File: config.mk
export PLATFORM = sky130hd
export DESIGN_NAME = fb_port_arbiter
export DESIGN_NICKNAME = d
export VERILOG_FILES = /design/src/rtl/fb_port_arbiter.sv
export SDC_FILE = /design/constraint.sdc
export NUM_CORES = 1
export LEC_CHECK = 0
export BUFFER_PORTS_ARGS = -buffer_cell sky130_fd_sc_hd__buf_2
export CORE_ASPECT_RATIO = 1.1
export CORE_MARGIN = 1.5
export CORE_UTILIZATION = 40
export CTS_CLUSTER_SIZE = 8
export DETAILED_ROUTE_END_ITERATION = 6
export GPL_TIMING_DRIVEN = 0
export PLACE_DENSITY = 0.65
export SLEW_MARGIN = 40
export SYNTH_ARGS = -nofsm -noshare
export SYNTH_HDL_FRONTEND = slang
export SYNTH_SLANG_ARGS = --single-unit
File: constraint.sdc
create_clock -name clk -period 4.1 [get_ports clk]
set_clock_uncertainty 0.05 [all_clocks]
set_input_delay 0.615 -clock clk [delete_from_list [all_inputs] [get_ports clk]]
set_output_delay 0.615 -clock clk [all_outputs]
set_load 0.05 [all_outputs]
File: src/rtl/fb_port_arbiter.sv
// fb_port_arbiter: shares one frame-buffer port between display reads
// (two pixels ahead of the raster) and FIFO-buffered camera writes.
module fb_port_arbiter #(
    parameter int DW      = 12,
    parameter int AW      = 15,
    parameter int FIFO_AW = 3
) (
    input  logic          clk,
    input  logic          rst,
    input  logic [8:0]    posX,
    input  logic [7:0]    posY,
    output logic [DW-1:0] pixelOut,
    input  logic          cam_we,
    input  logic [AW-1:0] cam_addr,
    input  logic [DW-1:0] cam_data,
    output logic          cam_ready,
    output logic [AW-1:0] mem_addr,
    output logic          mem_we,
    output logic [DW-1:0] mem_wdata,
    input  logic [DW-1:0] mem_rdata,
    output logic          ovf,
    output logic          addr_err
);

    localparam int DEPTH = 1 << FIFO_AW;
    localparam logic [AW-1:0] FB_WORDS = AW'(19200);
    localparam logic [FIFO_AW:0] FULL_CNT = (FIFO_AW+1)'(DEPTH);

    logic [8:0]         tx;
    logic [7:0]         ty;
    logic               read_slot;
    logic [AW-1:0]      rd_addr;

    logic [AW-1:0]      fifo_addr [DEPTH];
    logic [DW-1:0]      fifo_data [DEPTH];
    logic [FIFO_AW-1:0] wr_ptr;
    logic [FIFO_AW-1:0] rd_ptr;
    logic [FIFO_AW:0]   count;
    logic               empty;
    logic               addr_ok;
    logic               push;
    logic               pop;
    logic               tag1;
    logic               tag2;

    // Raster position two steps ahead, wrapping at line and frame end.
    always_comb begin
        tx = posX + 9'd2;
        ty = posY;
        if (posX >= 9'd318) begin
            tx = posX - 9'd318;
            ty = (posY >= 8'd164) ? 8'd0 : posY + 8'd1;
        end
    end

    assign read_slot = (tx < 9'd160) && (ty < 8'd120);
    assign rd_addr   = (AW'(ty) << 7) + (AW'(ty) << 5) + AW'(tx);

    assign empty     = (count == '0);
    assign cam_ready = (count != FULL_CNT);
    assign addr_ok   = (cam_addr < FB_WORDS);
    assign push      = cam_we && cam_ready && addr_ok;
    assign pop       = !read_slot && !empty;
    assign pixelOut  = tag2 ? mem_rdata : '0;

    // FIFO payload storage; validity is tracked by the pointers.
    always_ff @(posedge clk) begin
        if (push) begin
            fifo_addr[wr_ptr] <= cam_addr;
            fifo_data[wr_ptr] <= cam_data;
        end
    end

    // FIFO pointers and occupancy.
    always_ff @(posedge clk or negedge rst) begin
        if (!rst) begin
            wr_ptr <= '0;
            rd_ptr <= '0;
            count  <= '0;
        end else begin
            if (push) wr_ptr <= wr_ptr + 1'b1;
            if (pop)  rd_ptr <= rd_ptr + 1'b1;
            unique case ({push, pop})
                2'b10:   count <= count + 1'b1;
                2'b01:   count <= count - 1'b1;
                default: count <= count;
            endcase
        end
    end

    // Memory port: reads always win, writes drain in free slots.
    always_ff @(posedge clk or negedge rst) begin
        if (!rst) begin
            mem_addr  <= '0;
            mem_we    <= 1'b0;
            mem_wdata <= '0;
        end else if (read_slot) begin
            mem_addr  <= rd_addr;
            mem_we    <= 1'b0;
        end else if (!empty) begin
            mem_addr  <= fifo_addr[rd_ptr];
            mem_wdata <= fifo_data[rd_ptr];
            mem_we    <= 1'b1;
        end else begin
            mem_we    <= 1'b0;
        end
    end

    // Read tag pipeline aligning pixelOut with RAM read latency.
    always_ff @(posedge clk or negedge rst) begin
        if (!rst) begin
            tag1 <= 1'b0;
            tag2 <= 1'b0;
        end else begin
            tag1 <= read_slot;
            tag2 <= tag1;
        end
    end

    // Sticky error flags for dropped pushes.
    always_ff @(posedge clk or negedge rst) begin
        if (!rst) begin
            ovf      <= 1'b0;
            addr_err <= 1'b0;
        end else begin
            if (cam_we && !cam_ready) ovf <= 1'b1;
            if (cam_we && !addr_ok)   addr_err <= 1'b1;
        end
    end

endmodule

=== Yosys cells after proc, flatten, opt, wreduce, memory -nomap -nowiden ===
Memories as Yosys holds them, arrays and structs flattened. A register that Yosys moved wholly into a read port is not among the register bits.
Cells that the tools add are included.

* $lt $le $gt $ge: 5
* Muxes and demuxes: 11
* Reduce and logical (&&, ||, !) cells: 14
* Equality and inequality tests: 4
* Add/subtract/negate cells: 9
* Bitwise gates (word level): 2

{| class="wikitable"
|+ Operators by type and width
! operator !! count
|-
| 2-to-1 mux 15 bit || 2
|-
| 2-to-1 mux 8 bit || 2
|-
| adder 15 x 13 -> 15 bit || 1
|-
| adder 15 x 9 -> 15 bit || 1
|-
| less-than comparator 15 bit, second input constant || 1
|-
| 2-to-1 mux 12 bit || 1
|-
| adder 9 x 2 -> 9 bit, second input constant || 1
|-
| greater-or-equal comparator 9 bit, second input constant || 1
|-
| less-than comparator 9 x 8 -> 1 bit, second input constant || 1
|-
| 2-to-1 mux 9 bit || 1
|-
| subtractor 9 bit, second input constant || 1
|-
| adder 8 x 1 -> 8 bit, second input constant || 1
|-
| greater-or-equal comparator 8 bit, second input constant || 1
|-
| less-than comparator 8 x 7 -> 1 bit, second input constant || 1
|-
| case mux 4 bit (2 select lines) || 1
|-
| adder 3 x 1 -> 3 bit, second input constant || 2
|-
| logical AND 1 bit || 6
|-
| zero test 1 bit || 5
|-
| adder 4 x 1 -> 4 bit, second input constant || 1
|-
| zero test 4 bit || 1
|-
| 2-to-1 mux 1 bit || 4
|-
| inequality test 4 bit, second input constant || 1
|-
| subtractor 4 x 1 -> 4 bit, second input constant || 1
|-
| equality test 2 x 1 -> 1 bit, second input constant || 1
|-
| other kinds (5) || 6
|}

* Output and inout port bits: 43
* Register bits after elaboration: 30
* Memory bits (writable): 216
* Memories: 2
* Input port bits: 59

{| class="wikitable"
|+ Memories
! memory !! depth !! width !! rd ports !! clocked after Yosys merged registers in !! write ports !! line !! RTL
|-
| fifo_addr || 8 || 15 || 1 || 0 || 1 || 34 || <nowiki>logic [AW-1:0] fifo_addr [DEPTH];</nowiki>
|-
| fifo_data || 8 || 12 || 1 || 1 || 1 || 35 || <nowiki>logic [DW-1:0] fifo_data [DEPTH];</nowiki>
|}

=== Longest topological paths before layout ===
* Word-level depth: 9
* Depth in mapped cells: 17
* Mapped depth without buffers: 17

=== Least setup slack after synthesis ===
Ideal clock, no wire load.

* Path type: input to register
* From: input posX[1]
* To: register mem_addr[13]
* Stages: 16
* Data arrival time: 3837 ps
* Slack: 88 ps
* Library setup time: 126 ps
* Buffers on the path: 1
* Required time: 3924 ps
* Cell sequence: ha_1 -> nand4_1 -> o311ai_4 -> and2_1 -> buf_6 -> nand3_1 -> o21ai_0 -> fa_1 -> ha_1 -> a21o_1 -> a21oi_1 -> nor2b_1 -> o21a_1 -> o41ai_1 -> xor2_1 -> mux2i_1

* Longest elaborated chain between the ends: 5
* Elaborated cells on any way between the ends: 12

{| class="wikitable"
|+ Ends and longest elaborated chain
! element !! line !! RTL
|-
| start, declared || 10 || <nowiki>input logic [8:0] posX,</nowiki>
|-
| greater-or-equal comparator 9 bit, or another cell as far along || 50 || <nowiki>if (posX >= 9'd318) begin</nowiki>
|-
| 2-to-1 mux 8 bit or 2-to-1 mux 9 bit (tied branches) || 50 ||
|-
| adder 15 x 13 -> 15 bit, or another cell as far along || 57 || <nowiki>assign rd_addr = (AW'(ty) << 7) + (AW'(ty) << 5) + AW'(tx);</nowiki>
|-
| adder 15 x 9 -> 15 bit or logical AND 1 bit (tied branches) || 57, 56 ||
|-
| 2-to-1 mux 15 bit or inequality test 2 bit (tied branches) || -- ||
|-
| end signal, assigned || 98 || <nowiki>mem_addr <= rd_addr;</nowiki>
|-
| end signal, assigned || 101 || <nowiki>mem_addr <= fifo_addr[rd_ptr];</nowiki>
|-
| end, declared || 17 || <nowiki>output logic [AW-1:0] mem_addr,</nowiki>
|}

Parallel ways exist; a longest one is shown, timed or not.
A chain may end at the register's enable or synchronous reset.

=== Worst setup path after layout ===
* From: input posX[3]
* To: register mem_addr[14]

Same word-level chain as after synthesis.

==> summary.txt <==
Synthesis
  • Distinct cell type count after synthesis: 49
  • Top FF cell, synth: edfxtp_1
  • Syn nets: approximately 700
  • Register area share after synthesis: a little under 70%
  • Synth Register Bits: approximately 260
  • Post-synth EDFFs: around 220
  • Ys async rst share: between 15 and 20%
  • Syn Area/Cell: approximately 18 um2
  • Top cells by area, synth: edfxtp_1 59%, mux4_2 11%, dfrtp_1 9.5%
  • Yosys top cell area share: slightly below 60%
  • Syn Inst Count: around 620
  • Syn. warnings: 0
  • Synthesized area: between 10,000 and 15,000 um2
  • Yosys top cell by area: edfxtp_1

Pwr
  • Peak supply drop: ~500 uV
  • Comb power frac: around a third
  • Leakage: approximately 5.0 nW
  • Switching power: 0.00308 W
  • Clock power share: 30.7%
  • Internal power: 0.00638 W
  • Part of the power in registers: a little over a third
  • Switching Fraction: between 30 and 40%
  • Pwr Density: ~700 nW/um2

Placed design
  • RePlAce Congestion: roughly 0.80
  • DP HPWL: ~16 mm
  • IO Port Bufs: between 100 and 150
  • Dpl cells: roughly 1,100

Clock tree
  • Clock latency on the worst-skew pair: 0.51 ns
  • CTS Buf Count: 38
  • Worst-path clk slew: approximately 0.05 ns
  • CTS Sinks: ~260
  • CTS tree: done
  • Root Buffer: clkbuf_16
  • CTS H-tree depth: 2
  • CTS Buffer Depth: 3

Die
  • # rows: 63
  • Die W: roughly 160 um
  • Io pins: approximately 100
  • Die height: 177 um
  • Die area: approximately 29,000 um2
  • Starting Density: between 40% and 50%
  • CORE AREA: 27,000 um2

Final layout
  • Fin nets: slightly below 900
  • Layout cells sized above 1: approximately 36%
  • Syn-to-layout area delta: 22.4%
  • Non-filler cells in the finished layout: around 1,200

Setup path
  • Critical-path maximum fanout: 8
  • Critical Path End Type: register
  • CP max stage delay: approximately 0.52 ns
  • CP cell instances: buf_2, nand3_2, o311ai_4, and2_1, buf_6, nand2_1, o21ai_1, fa_1, fa_1, a21o_1, a21oi_1, o21bai_1, a21oi_1, o21bai_1, a21oi_1, mux2i_1
  • CP Data Required Time: 4.43 ns
  • Type of the worst setup path: input pin to register
  • Slowest-stage cell, CP: fa_1
  • Cell mode on critical path: a21oi_1
  • Worst EP arrival: 4.15 ns
  • Crit start category: input pin

STA
  • Fin crit share: slightly above 90%
  • Fmax: 261 MHz
  • Setup TNS: 0 ns
  • Slew HR: between 40% and 50%
  • Slew @ Worst Pin: around 0.85 ns
  • RSZ-0062 raised after global routing: no
  • Final Hold Fails: 0
  • Min cycle time layout: approximately 3.8 ns
  • Max Slew Vio Count: 0
  • Final setup viols: 0

Routing
  • Detailed-router iteration count before antenna repair: 5
  • Drt drc: 0
  • Final wirelength: around 24 mm
  • Vias: slightly above 6,000
  • Routed WL per cell: a little under 20 um
  • Drt first-iter violations: 457
  • Routed Antenna Nets: 0
  • Vias/cell: 5.15

Global routing
  • Largest net degree at the start of global routing: 43
  • Aggregate global routing overflow: 0
  • Vias in the first global route: 6,438
  • First-pass GRT wire length: 36.6 mm
  • Total GRT Usage: between 10% and 20%
  • Initial antenna violation count: 1

Run status
  • Status: completed

Flow run
  • Max-capacitance violation count: 0

Min path
  • Worst hold path type: input pin to async pin
==> per-layer routing <==
layer / GRT usage, % / vias to the layer above / part of all wire [%]
li1: - / 2808 / -
met5: 0 / - / 0.030
met3: 4.04 / 36 / 6.1
met4: 4.67 / 2 / 1.5
met2: 28.8 / 197 / 49
met1: 21.8 / 3066 / 43
==> synthesized netlist by cell type (2+ instances only) <==
cell,n
a21o_1,3
a21oi_1,22
a31oi_1,2
and2_1,15
and3_1,6
buf_1,10
buf_6,3
clkbuf_1,11
dfrtp_1,42
edfxtp_1,216
fa_1,3
ha_1,22
inv_1,15
mux2_2,24
mux2_4,8
mux2i_1,25
mux4_2,54
nand2_1,22
nand2b_1,3
nand3_1,5
nand3b_1,3
nor2_1,22
nor2b_1,3
nor3_1,5
nor3b_1,5
nor4_1,3
o211ai_1,3
o21a_1,2
o21ai_0,19
o21ai_4,2
o21bai_1,5
o31ai_1,2
xnor2_1,10
xor2_1,8
==> critical path: cells and delay by family <==
kind / cells / cell delay, ns
AOI/OAI and AO/OA: 8 / 1.72
adders and majority gates: 2 / 0.99
buffers and inverters: 2 / 0.27
muxes: 1 / 0.10
and+or+nand+nor: 3 / 0.46
==> power groups by stage <==
| stage | clock network [W] | logic [W] | registers, W |
|---|---|---|---|
| 5_1_grt | 0.00308 | 0.00340 | 0.00346 |
| 3_5_place_dp | 0 | 0.00318 | 0.00347 |
| 6_report | 0.00290 | 0.00312 | 0.00343 |
| 3_3_place_gp | 0 | 0.00304 | 0.00348 |
| 2_1_floorplan | 0 | 0.00180 | 0.00395 |
| 4_1_cts | 0.00297 | 0.00319 | 0.00343 |
==> logic make-up after synthesis <==
| group | count (synthesis) | share of synthesized area, % |
|---|---|---|
| muxes | 111 | 16.8 |
| buffers and inverters | 40 | 1.57 |
| AOI/OAI and AO/OA | 70 | 4.58 |
| xor gates and xnor gates | 18 | 1.43 |
| DFF | 258 | 68.1 |
| and+or+nand+nor | 96 | 4.48 |
| adders and majority gates | 25 | 3.03 |
==> per-stage QoR <==
step	hold WS [ns]	cell area [um2]	setup slack (ns)	util, %	total power (W)
floorplan	0.269	11100	0.0876	-	0.00574
CTS	0.0828	13500	0.141	50.0	0.00959
global route	0.109	13500	0.0127	50.1	0.00994
finish	0.0687	13500	0.276	50.1	0.00945
global placement	0.283	12000	-2.94	44.4	0.00652
detailed placement	0.288	12400	-0.620	45.8	0.00665
==> path summary, 6_finish.rpt <==
kind	from	slack, ns	depth (start not counted)	end
max reg2reg	count[1]	0.98	13	count[2]
min in group clk	tag1	0.30	0	tag2
min	rst	0.07	1	mem_wdata[4]
max	posX[3]	0.28	16	mem_addr[14]
max in group asynchronous	rst	3.47	1	mem_addr[2]
min reg2reg	tag1	0.30	0	tag2
==> layout make-up <==
type | count | area, um2
inverter | 15 | 56.3
fill | 2263 | 13500
tap | 357 | 447
clock inverter | 2 | 37.5
sequential | 258 | 7540
multi-input combinational | 320 | 3400
clock buffer | 68 | 1110
buffer | 25 | 125
timing repair buffer | 141 | 830
antenna | 1 | 2.50
==> sequential cells by signal (all words and copies together), names as in the netlist <==
name	count
fifo_addr	120
fifo_data	96
mem_addr	15
mem_wdata	12
count	4
rd_ptr	3
wr_ptr	3
addr_err	1
mem_we	1
ovf	1
tag1	1
tag2	1
==> cell usage in the layout (no fill, tap or decap), drive strengths merged, types with 5 or more instances in the layout <==
cell | netlist | routed
dfrtp | 42 | 42
clkbuf | 11 | 79
edfxtp | 216 | 216
o21ai | 21 | 21
and2 | 15 | 15
inv | 15 | 15
o21bai | 5 | 5
xnor2 | 10 | 10
nor3b | 5 | 5
mux2i | 25 | 25
nor2 | 23 | 23
mux2 | 32 | 32
mux4 | 54 | 54
buf | 14 | 155
and3 | 6 | 6
nand3 | 6 | 6
nand2 | 22 | 22
xor2 | 8 | 8
a21oi | 22 | 22
nor3 | 5 | 5
ha | 22 | 22
==> timing repair <==
action,CTS,global route
hold buffers,0,0
setup endpoints to repair,2,2
resized for setup,1,1
setup buffers,1,2
pin swaps,1,1
(Power assumes the default switching activity.)
